[src/rtl/regfile_ctx_engine.sv]
// Context save/restore sequencer: moves every architectural register between
// the register file and a single-outstanding-request memory port.
//
//  state      | meaning
//  -----------+------------------------------------------------------------
//  S_IDLE     | waiting for start; mode/base_addr latched on start
//  S_SAVE_RD  | present idx to RF read port, capture data and address
//  S_SAVE_REQ | write request to memory, held until mem_ready
//  S_RST_REQ  | read request to memory, held until mem_ready
//  S_RST_WAIT | waiting for mem_rvalid, capture read data
//  S_RST_WR   | one-cycle RF write of the captured data at idx
//  S_DONE     | one-cycle done pulse, busy low
module regfile_ctx_engine #(
    parameter int NUM_REGS = 16,
    parameter int ADDR_W   = 16,
    parameter int DATA_W   = 16
) (
    input  logic              clk,
    input  logic              reset,
    input  logic              start,
    input  logic              mode,
    input  logic [ADDR_W-1:0] base_addr,
    output logic              busy,
    output logic              done,
    output logic [3:0]        rf_read_reg,
    input  logic [DATA_W-1:0] rf_read_data,
    output logic [3:0]        rf_write_reg,
    output logic [DATA_W-1:0] rf_write_data,
    output logic              rf_write_enable,
    output logic              mem_valid,
    input  logic              mem_ready,
    output logic              mem_we,
    output logic [ADDR_W-1:0] mem_addr,
    output logic [DATA_W-1:0] mem_wdata,
    input  logic              mem_rvalid,
    input  logic [DATA_W-1:0] mem_rdata
);

    typedef enum logic [2:0] {
        S_IDLE,
        S_SAVE_RD,
        S_SAVE_REQ,
        S_RST_REQ,
        S_RST_WAIT,
        S_RST_WR,
        S_DONE
    } state_t;

    localparam logic [3:0] LAST_IDX = 4'(NUM_REGS - 1);

    state_t            state_q, state_d;
    logic [3:0]        idx_q, idx_d;
    logic [ADDR_W-1:0] base_q, base_d;
    logic [ADDR_W-1:0] addr_q, addr_d;
    logic [DATA_W-1:0] wdata_q, wdata_d;
    logic [DATA_W-1:0] wrdata_q, wrdata_d;

    logic       last_idx;
    logic [3:0] idx_inc;

    assign last_idx = (idx_q == LAST_IDX);
    assign idx_inc  = idx_q + 4'd1;

    always_ff @(posedge clk or posedge reset) begin
        if (reset) begin
            state_q  <= S_IDLE;
            idx_q    <= '0;
            base_q   <= '0;
            addr_q   <= '0;
            wdata_q  <= '0;
            wrdata_q <= '0;
        end else begin
            state_q  <= state_d;
            idx_q    <= idx_d;
            base_q   <= base_d;
            addr_q   <= addr_d;
            wdata_q  <= wdata_d;
            wrdata_q <= wrdata_d;
        end
    end

    always_comb begin
        state_d  = state_q;
        idx_d    = idx_q;
        base_d   = base_q;
        addr_d   = addr_q;
        wdata_d  = wdata_q;
        wrdata_d = wrdata_q;

        case (state_q)
            S_IDLE: begin
                if (start) begin
                    base_d  = base_addr;
                    idx_d   = '0;
                    // restore issues its request in the very next cycle, so
                    // the first address is loaded here
                    addr_d  = base_addr;
                    state_d = mode ? S_RST_REQ : S_SAVE_RD;
                end
            end
            S_SAVE_RD: begin
                wdata_d = rf_read_data;
                addr_d  = base_q + ADDR_W'(idx_q);
                state_d = S_SAVE_REQ;
            end
            S_SAVE_REQ: begin
                if (mem_ready) begin
                    if (last_idx) begin
                        state_d = S_DONE;
                    end else begin
                        idx_d   = idx_inc;
                        state_d = S_SAVE_RD;
                    end
                end
            end
            S_RST_REQ: begin
                if (mem_ready) begin
                    state_d = S_RST_WAIT;
                end
            end
            S_RST_WAIT: begin
                if (mem_rvalid) begin
                    wrdata_d = mem_rdata;
                    state_d  = S_RST_WR;
                end
            end
            S_RST_WR: begin
                if (last_idx) begin
                    state_d = S_DONE;
                end else begin
                    idx_d   = idx_inc;
                    addr_d  = base_q + ADDR_W'(idx_inc);
                    state_d = S_RST_REQ;
                end
            end
            S_DONE: begin
                state_d = S_IDLE;
            end
            default: begin
                state_d = S_IDLE;
            end
        endcase
    end

    assign busy            = (state_q != S_IDLE) && (state_q != S_DONE);
    assign done            = (state_q == S_DONE);
    assign mem_valid       = (state_q == S_SAVE_REQ) || (state_q == S_RST_REQ);
    assign mem_we          = (state_q == S_SAVE_REQ);
    assign mem_addr        = addr_q;
    assign mem_wdata       = wdata_q;
    assign rf_read_reg     = idx_q;
    assign rf_write_reg    = idx_q;
    assign rf_write_data   = wrdata_q;
    assign rf_write_enable = (state_q == S_RST_WR);

endmodule

[config.mk]
export PLATFORM = sky130hd
export DESIGN_NAME = regfile_ctx_engine
export DESIGN_NICKNAME = d
export VERILOG_FILES = /design/src/rtl/regfile_ctx_engine.sv
export SDC_FILE = /design/constraint.sdc
export NUM_CORES = 1
export LEC_CHECK = 0
export ABC_AREA = 1
export BUFFER_PORTS_ARGS = -buffer_cell sky130_fd_sc_hd__buf_4
export CAP_MARGIN = 10
export CORE_MARGIN = 1.5
export CORE_UTILIZATION = 46
export CTS_BUF_LIST = sky130_fd_sc_hd__clkbuf_16
export DETAILED_ROUTE_END_ITERATION = 12
export PLACE_DENSITY = 0.85
export SYNTH_ARGS = -nofsm -noshare
export SYNTH_HDL_FRONTEND = slang
export SYNTH_SLANG_ARGS = --single-unit
[constraint.sdc]
create_clock -name clk -period 2.3 [get_ports clk]
set_input_delay 0.23 -clock clk [delete_from_list [all_inputs] [get_ports clk]]
set_output_delay 0.23 -clock clk [all_outputs]
set_load 0.005 [all_outputs]
==> results_dict.tcl, run 1 <==
set metrics [dict create \
    remaining_drc_errors 0 \
    viasPerCell 5.06 \
    setup_viol 0 \
    hold-worst-slack_ns 0.0247 \
    ys_seq_area_share_pct 49.5 \
    end_kind "flip-flop" \
    critical_path_class "reg2reg" \
    finalWorstSetupSlack_ns 0.125 \
    core_area_mm2 0.00765 \
    avgSynthCellArea_um2 8.99 \
    yosysTopAreaCellShare_pct 49.5 \
    post_drt_wl_per_cell_um 14.3 \
    finalSetupTns_ns 0 \
    powerDensity_mw_per_mm2 1360 \
    worstMarginPinSlew_ns 0.732 \
    synth_top_family_by_area "simple AND/OR/NAND/NOR gates" \
    rsz0062_at_grt "yes" \
    muxShareOfSynthArea_pct 11.3 \
    path_buf_inv 1 \
    syn_nets 459 \
    grt-ovfl-total 0 \
    start_util_pct 46.9 \
    vias 3197 \
    path_cells "buf_4, nand3_1, xor2_1, o21ai_1, ha_1, nand2_1, nor2_2, nand3_2, nand2_2, nand2_1, nand2_1, nand3_1, nand2_1, nand2_1" \
    clock_latency_ns 0.33 \
    postLayoutCellArea_mm2 0.00493 \
    crit_slowest_cell "dfrtp_1" \
    nFillCells 615 \
    first_pass_iters 5 \
    startpoint "rf_read_reg[1]" \
    die_x_um 91.3 \
    finalCritPeriodShare_pct 94.6 \
    path_clk_slew_ns 0.07 \
    antenna_found_initial 0 \
    first_iter_violations 159 \
    syn_to_final_growth_pct 37.6 \
    grt_max_degree 40 \
    cts_tree "built" \
    place_ws_ns -0.00310 \
    cts_sinks 71 \
    crit_top_cell "nand2_1" \
    slew_viol_final 0 \
    grt_pass1_vias 3201 \
    row_count 32 \
    synth-adder-area-share_pct 2.30 \
    worst_ep_required_time_ns 2.52 \
    port-buffer-count 114 \
    r2r-start "rf_read_reg[1]" \
    grt_pass1_wl_um 14600 \
    yosys_warnings 0 \
    path_delay_family "simple AND/OR/NAND/NOR gates" \
    n_antenna_cell 0 \
    start_kind "flip-flop" \
    irDropWorstVdd_uv 688 \
    final_cell_mix "buf_4 (128), nand2_1 (101), dfrtp_1 (71)" \
    place_area_mm2 0.00454 \
    grt.total_usage_pct 21.9 \
    routed_wl_um 9010 \
    clock_skew_ns 0.00787 \
    hp-class "in2async" \
    synthTopCellsByArea "dfrtp_1 (50%), nand2_1 (11%), mux2_2 (11%), nand3_1 (4.6%), inv_1 (3.8%)" \
    worstPathArrival_ns 2.39 \
    synthXorXnorAreaFrac_pct 0.977 \
    io-pin-count 115 \
    finalHoldViolCount 0 \
    dieArea_mm2 0.00833 \
    synth.distinct_cells 30 \
    slew_headroom_pct 51.1 \
    maxCapViolations 0 \
    power.leakage_uw 0.00250 \
    synth_simple_gate_area_share_pct 22.5 \
    crit_path_max_incr_delay_ns 0.39 \
    path_max_fanout 5 \
    cts_root_buffer "clkbuf_16" \
    fin_util_pct 64.5 \
    yosys_register_bits 71 \
    numCtsBuffers 9 \
    syn-cell-area_mm2 0.00359 \
    cts_buffer_depth 2 \
    period_minus_slack_ns 2.18 \
    outcome "complete, no violations" \
    gp_congestion 0.901 \
    final_common_cell "buf_4" \
    drtAntennaViolNets 0 \
    drive_above_1_share_pct 39.2 \
    place_hpwl_um 6500 \
    max_freq_mhz 460 \
    fin_nets 585 \
    synth_compound_area_share_pct 6.39 \
    die_h_um 91.3 \
    syn_inst 399 \
    synth_top_area_cell "dfrtp_1" \
    cts_htree_levels 3 \
]
==> cells in the mapped netlist <==
cell type	instances
a31oi_1	3
buf_4	5
mux2_2	35
dfrtp_1	71
nor2_1	27
inv_2	3
nand2_1	107
a21oi_1	12
ha_1	5
nand2_2	4
o211ai_2	1
nand3_1	33
nor2_2	1
o211ai_1	1
o21ai_0	22
or2_2	2
buf_2	3
o21ai_1	4
clkbuf_1	2
nor3_1	1
xor2_1	3
buf_6	4
fa_1	1
nand3b_1	5
inv_1	36
nand4_1	3
nand2_4	2
nand3_2	1
xnor2_1	1
mux2_1	1
==> area by class of cell <==
type / instances / area, um2 / share of cell area (%)
inverter: 39 / 146 / 2.97
tap: 102 / 128 / 2.59
clock buffer: 9 / 225 / 4.56
sequential: 71 / 1780 / 36.0
timing repair buffer: 129 / 981 / 19.9
multi-input combinational: 275 / 1620 / 32.8
clock inverter: 7 / 58.8 / 1.19
==> through the flow <==
stage               std cells  total power (uW)
detailed placement        610              5270
global route              632              7190
finish                    632              6720
CTS                       626              6630
floorplan                 399              4010
global placement          610              5130
==> where the power goes <==
| group | internal, uW | switching (uW) | total, uW |
|---|---|---|---|
| sequential | 1860 | 422 | 2280 |
| combinational | 1560 | 1540 | 3100 |
| clock | 749 | 589 | 1340 |
| total | 4170 | 2550 | 6720 |
==> metal layers <==
metal | part of all wire (%) | routed length [um] | vias up | GRT usage, %
met3 | 6.2 | 560 | 14 | 5.61
met4 | 1.8 | 160 | 0 | 8.46
li1 | - | - | 1554 | -
met1 | 42 | 3780 | 1513 | 27.2
met5 | 0 | 0 | - | 0
met2 | 50 | 4510 | 116 | 36.6
==> cell families (layout without fill, tap and decap cells) <==
group	Yosys count	after routing
simple gates	186	186
flops	71	71
buf+inv	53	184
compound gates	43	43
mux	36	36
fa+ha+maj	6	6
xor+xnor	4	4
==> final timing paths <==
kind                                     to  cells past startpoint  slack, ns
max                            mem_addr[15]                     14       0.12
min                        rf_write_data[2]                      2       0.02
max reg2reg                    mem_addr[15]                     14       0.12
min reg2reg                     mem_addr[8]                      2       0.48
max in group asynchronous         base_q[5]                      3       1.60
min in group clk               mem_wdata[9]                      2       0.12
==> what timing repair did <==
| action | 4_1_cts | 5_1_grt |
|---|---|---|
| hold buffers | 0 | 0 |
| buffers inserted | 0 | 6 |
| pin swaps | 1 | 5 |
| endpoints found under the hold margin | 0 | 0 |
| resized for setup | 2 | 15 |
| endpoints found under the setup margin | 3 | 12 |
Power figures use the tool's default switching activity.
==> run 2, diff against run 1 <==
--- a/config.mk
+++ b/config.mk
@@ -5,14 +5,13 @@
 export SDC_FILE = /design/constraint.sdc
 export NUM_CORES = 1
 export LEC_CHECK = 0
-export ABC_AREA = 1
 export BUFFER_PORTS_ARGS = -buffer_cell sky130_fd_sc_hd__buf_4
 export CAP_MARGIN = 10
 export CORE_MARGIN = 1.5
 export CORE_UTILIZATION = 46
 export CTS_BUF_LIST = sky130_fd_sc_hd__clkbuf_16
 export DETAILED_ROUTE_END_ITERATION = 12
-export PLACE_DENSITY = 0.85
+export PLACE_DENSITY = 0.86
 export SYNTH_ARGS = -nofsm -noshare
 export SYNTH_HDL_FRONTEND = slang
 export SYNTH_SLANG_ARGS = --single-unit
==> run 2 against run 1 <==
Net effect:
- the run now ends with negative setup slack left
- combinational power is 14% higher
- total power is 8.5% higher
- sequential cell count stayed put
- synthesized cell count is 22% lower
- first-iteration DRC count stayed put
- maximum frequency is 7.3% lower
- via count is 8.3% lower
- global-route usage is 0.27 points higher
- cell area is 1.4% higher
- cell count is 13% lower
- clock power is 9.7% higher
==> results_dict.tcl, run 2 <==
set metrics [dict create \
    grt_pass1_wl_um 14400 \
    die_h_um 89.8 \
    vias 2933 \
    grt_max_degree 46 \
    antenna_found_initial 0 \
    outcome "finished with violations" \
    first_iter_violations 159 \
    syn_nets 370 \
    die_x_um 89.8 \
    yosysTopAreaCellShare_pct 51.3 \
    hp-class "in2reg" \
    dieArea_mm2 0.00806 \
    ys_seq_area_share_pct 51.3 \
    synth.distinct_cells 56 \
    violations "negative setup slack" \
    grt_pass1_vias 3006 \
    end_kind "flip-flop" \
    dp.cells 523 \
    finalHoldViolCount 0 \
    yosysMostFrequentCell "dfrtp_1" \
    powerDensity_mw_per_mm2 1460 \
    viasPerCell 5.36 \
    setup_viol 5 \
    grt.total_usage_pct 22.2 \
    drtAntennaViolNets 0 \
    gp_congestion 0.799 \
    syn_to_final_growth_pct 44.4 \
    worst_ep_required_time_ns 2.51 \
    io-pin-count 115 \
    synth_top_area_cell "dfrtp_1" \
    grt-ovfl-total 0 \
    cts_htree_levels 3 \
    synthArstFlopShare_pct 100 \
    routed_wl_um 9070 \
    avgSynthCellArea_um2 11.2 \
    nFillCells 541 \
    place_hpwl_um 6030 \
    place_area_mm2 0.00453 \
    cts_root_buffer "clkbuf_16" \
    worstPathArrival_ns 2.56 \
    first_pass_iters 4 \
    yosys_warnings 0 \
    drive_above_1_share_pct 51.3 \
    fin_nets 504 \
    cts_tree "built" \
    slew_viol_final 0 \
    row_count 31 \
    crit_path_max_incr_delay_ns 0.37 \
    path_cells "and2b_1, nand2_2, inv_4, mux2_4, ha_4, a211oi_4, o21bai_4, and4_1, nor3_1, o21ai_1" \
    rsz0062_at_grt "yes" \
    start_util_pct 47.8 \
    path_max_fanout 7 \
    final_cell_mix "buf_4 (136), dfrtp_1 (71), mux2_2 (41)" \
    fin_cells 547 \
    irDropWorstVdd_uv 705 \
    finalWorstSetupSlack_ns -0.0457 \
    remaining_drc_errors 0 \
    post_drt_wl_per_cell_um 16.6 \
    slew_headroom_pct 59.9 \
    critical_path_class "reg2reg" \
    crit_slowest_cell "dfrtp_1" \
    path_clk_slew_ns 0.06 \
    worstMarginPinSlew_ns 0.600 \
    n_antenna_cell 0 \
    port-buffer-count 114 \
    ys.flop_type "dfrtp_1" \
    syn-cell-area_mm2 0.00347 \
    max_freq_mhz 426 \
    core_area_mm2 0.00725 \
    synth_common_cells "dfrtp_1 (71), mux2_2 (42), nand2_1 (39), o21ai_0 (22), nor2_1 (16)" \
    period_minus_slack_ns 2.35 \
    start_kind "flip-flop" \
    synth_edf_count 0 \
    maxCapViolations 0 \
    finalCritPeriodShare_pct 102 \
    yosys_register_bits 71 \
    synthTopCellsByArea "dfrtp_1 (51%), mux2_2 (14%), nand2_1 (4.2%), o21ai_0 (3.2%), xnor2_1 (2.3%)" \
    postLayoutCellArea_mm2 0.00500 \
    numCtsBuffers 9 \
    final_common_cell "buf_4" \
    power.leakage_uw 0.00233 \
    cts_buffer_depth 2 \
    clock_latency_ns 0.33 \
    clock_skew_ns 0.00640 \
    syn_inst 310 \
    cts_sinks 71 \
]
==> run 2: cell families after synthesis <==
| family | after synthesis | share of synthesized area (%) |
|---|---|---|
| AOI/OAI and AO/OA | 62 | 11.6 |
| xor gates and xnor gates | 13 | 3.29 |
| adders and majority gates | 6 | 2.38 |
| buffers and inverters | 26 | 3.75 |
| DFF | 71 | 51.3 |
| muxes | 43 | 13.9 |
| and+or+nand+nor | 89 | 13.8 |
==> run 2: critical path: cells and delay by family, from the launching register on <==
| kind | cells | cell delay, ns |
|---|---|---|
| simple gates | 4 | 0.72 |
| fa+ha+maj | 1 | 0.23 |
| compound gates | 3 | 0.50 |
| buf+inv | 1 | 0.08 |
| flops | 1 | 0.37 |
| mux | 1 | 0.33 |
==> run 2: timing repair <==
item	4_1_cts	5_1_grt
endpoints found under the setup margin	9	12
hold endpoints to repair	26	0
buffers inserted	5	3
resized for setup	5	18
pin swaps	7	23
hold buffers	1	0
==> run 2: cell type report <==
class	count	area, um2	share of cell area, %
Sequential cell	71	1780	35.5
Timing Repair Buffer	139	1060	21.2
Multi-Input combinational cell	213	1690	33.8
Tap cell	99	124	2.48
Clock inverter	6	86.3	1.73
Clock buffer	9	225	4.50
Inverter	10	40.0	0.800
==> run 2: final timing paths <==
path,cells after the start,slack (ns),endpoint,start
worst max-delay path,10,-0.05,mem_addr[11],state_q[1]
worst min-delay path,3,0.13,base_q[14],base_addr[14]
worst max register to register,10,-0.05,mem_addr[11],state_q[1]
worst min register to register,2,0.49,mem_addr[6],mem_addr[6]
max in group asynchronous,4,1.12,base_q[1],reset
min in group asynchronous,3,0.52,rf_write_data[4],reset
==> run 2: routing by layer <==
metal,routed length [um],part of all wire [%],GRT usage (%),vias up
met5,0,0,0,-
met4,245,2.7,7.94,0
met3,469,5.2,5.33,21
met2,4710,52,39.3,111
met1,3650,40,26.3,1439
li1,-,-,-,1362
==> run 2: stage by stage <==
stage               hold WS, ns  setup slack [ns]  setup TNS, ns  util (%)  total power, uW
floorplan                 0.347           -0.0523         -0.140         -             4180
global placement          0.329          -0.00586       -0.00586      62.4             5380
detailed placement        0.340           -0.0902         -0.181      62.4             5520
CTS                       0.123           -0.0266        -0.0266      67.7             7130
global route              0.127            -0.139         -0.942      69.0             7720
finish                    0.127           -0.0457         -0.115      69.0             7290
==> run 2: power breakdown <==
group	switching (uW)	internal, uW	total, uW	leakage (uW)
Clock	529	941	1470	0.000153
Combinational	1650	1870	3520	0.00132
Sequential	424	1870	2290	0.000862
Total	2600	4690	7290	0.00233
==> run 3, diff against run 2 <==
--- a/config.mk
+++ b/config.mk
@@ -5,13 +5,15 @@
 export SDC_FILE = /design/constraint.sdc
 export NUM_CORES = 1
 export LEC_CHECK = 0
+export ABC_AREA = 0
 export BUFFER_PORTS_ARGS = -buffer_cell sky130_fd_sc_hd__buf_4
 export CAP_MARGIN = 10
 export CORE_MARGIN = 1.5
 export CORE_UTILIZATION = 46
 export CTS_BUF_LIST = sky130_fd_sc_hd__clkbuf_16
 export DETAILED_ROUTE_END_ITERATION = 12
-export PLACE_DENSITY = 0.86
+export PLACE_DENSITY_LB_ADDON = 0.08
+export SLEW_MARGIN = 0
 export SYNTH_ARGS = -nofsm -noshare
 export SYNTH_HDL_FRONTEND = slang
 export SYNTH_SLANG_ARGS = --single-unit
==> run 3 against run 2 <==
Net effect:
- the run ends with negative hold slack left
- first-iteration DRC count is 35% lower
- cell count increased by 0.37%
- maximum frequency rose by 2.1%
- cell area rose by 0.20%
- largest cell class unchanged
- sequential power about the same
- critical path depth unchanged
==> results_dict.tcl, run 3 (synthesized netlist as in run 2, its figures left out) <==
set metrics [dict create \
    fin_cells 549 \
    end_kind "flip-flop" \
    crit_path_max_incr_delay_ns 0.37 \
    grt_max_degree 72 \
    rsz0062_at_grt "yes" \
    crit_slowest_cell "dfrtp_1" \
    setup_viol 0 \
    cts_sinks 71 \
    slew_headroom_pct 68.2 \
    viasPerCell 5.10 \
    outcome "finished with violations" \
    numCtsBuffers 9 \
    power_uw 7250 \
    vias 2802 \
    place_hpwl_um 5420 \
    fin_nets 505 \
    cts_root_buffer "clkbuf_16" \
    grt-ovfl-total 0 \
    cts_buffer_depth 2 \
    start_kind "flip-flop" \
    path_cells "and2b_1, nand2_2, inv_4, mux2_4, ha_4, buf_4, a21o_1, a211o_1, o211ai_1, a31oi_1" \
    grt.total_usage_pct 20.3 \
    max_freq_mhz 435 \
    remaining_drc_errors 0 \
    period_minus_slack_ns 2.30 \
    gp_congestion 0.816 \
    cts_hold_buffers 0 \
    routed_wl_um 7770 \
    finalCritPeriodShare_pct 99.9 \
    r2r_end "mem_addr[3]" \
    dieArea_mm2 0.00806 \
    critical_path_class "reg2reg" \
    grt_pass1_wl_um 13200 \
    powerDensity_mw_per_mm2 1450 \
    finalSetupTns_ns 0 \
    die_x_um 89.8 \
    syn_to_final_growth_pct 44.7 \
    first_pass_iters 4 \
    dp.cells 526 \
    irDropWorstVdd_uv 687 \
    hold-worst-slack_ns -0.00970 \
    cts_htree_levels 3 \
    worst_ep_required_time_ns 2.50 \
    grt_pass1_vias 2704 \
    drtAntennaViolNets 0 \
    clock_skew_ns 0.00426 \
    n_antenna_cell 0 \
    io-pin-count 115 \
    worstPathArrival_ns 2.50 \
    ff2ff_setup_slack_ns 0.003 \
    finalHoldViolCount 38 \
    antenna_found_initial 0 \
    hp-class "in2async" \
    path_clk_slew_ns 0.06 \
    path_max_fanout 4 \
    r2r-start "state_q[1]" \
    row_count 31 \
    clock_latency_ns 0.33 \
    first_iter_violations 104 \
    reg2reg_depth 10 \
    nFillCells 568 \
    post_drt_wl_per_cell_um 14.1 \
    maxCapViolations 0 \
    port-buffer-count 114 \
    cts_tree "built" \
    final_cell_mix "buf_4 (138), dfrtp_1 (71), mux2_2 (41)" \
    core_area_mm2 0.00725 \
    start_util_pct 47.8 \
    violations "negative hold slack" \
    power.leakage_uw 0.00234 \
    slew_viol_final 0 \
    drive_above_1_share_pct 50.7 \
    die_h_um 89.8 \
    final_common_cell "buf_4" \
    worstMarginPinSlew_ns 0.478 \
]
run 3: power breakdown:
group | switching [uW] | internal [uW]
clock | 507 | 1050
sequential | 409 | 1870
combinational | 1530 | 1880
total | 2440 | 4810
run 3: per-stage QoR:
stage	instance area, um2	hold slack (ns)	util [%]	setup slack [ns]
after global placement	4550	0.348	62.7	0.00729
after CTS	4940	0.00500	68.2	-0.0157
after floorplan	3520	0.347	-	-0.0523
after detailed placement	4550	0.352	62.7	-0.0474
final	5010	-0.00970	69.1	0.00313
after global routing	5010	0.0149	69.1	-0.105
run 3: repair_timing:
action / 4_1_cts / 5_1_grt
buffers inserted: 3 / 4
resized for setup: 7 / 12
setup endpoints to repair: 7 / 12
cloned: 0 / 0
pin swaps: 8 / 13
run 3: layer usage:
metal	vias up	wire [um]	global-route usage, %
met4	0	118	8.20
met5	-	0	0
met3	12	415	3.55
met1	1342	3540	27.9
li1	1361	-	-
met2	87	3690	32.1
run 3: worst max path at each step:
stage                          start           end  slack (ns)  cells after the start
after floorplan           state_q[0]  mem_addr[14]       -0.05                     13
after global placement    state_q[1]  mem_addr[15]       0.007                     10
after detailed placement  state_q[1]  mem_addr[15]       -0.05                     10
after CTS                 state_q[1]  mem_addr[15]       -0.02                     10
after global routing      state_q[1]  mem_addr[15]       -0.10                     10
final                     state_q[1]   mem_addr[3]       0.003                     10
run 3: worst max-delay path, delay by kind of cell (launching register included):
family | cells | cell delay, ns
DFF | 1 | 0.37
AOI/OAI and AO/OA | 4 | 0.71
and+or+nand+nor | 2 | 0.31
adders and majority gates | 1 | 0.24
muxes | 1 | 0.33
buffers and inverters | 2 | 0.21
run 3: cell type report:
cell class | count | area, um2 | share of cell area [%]
repair buffers | 140 | 1070 | 21.3
clock inverters | 7 | 111 | 2.22
inverters | 10 | 40.0 | 0.799
clock buffers | 9 | 225 | 4.49
multi-input cells | 213 | 1670 | 33.3
well taps | 99 | 124 | 2.47
flip-flops and latches | 71 | 1780 | 35.4
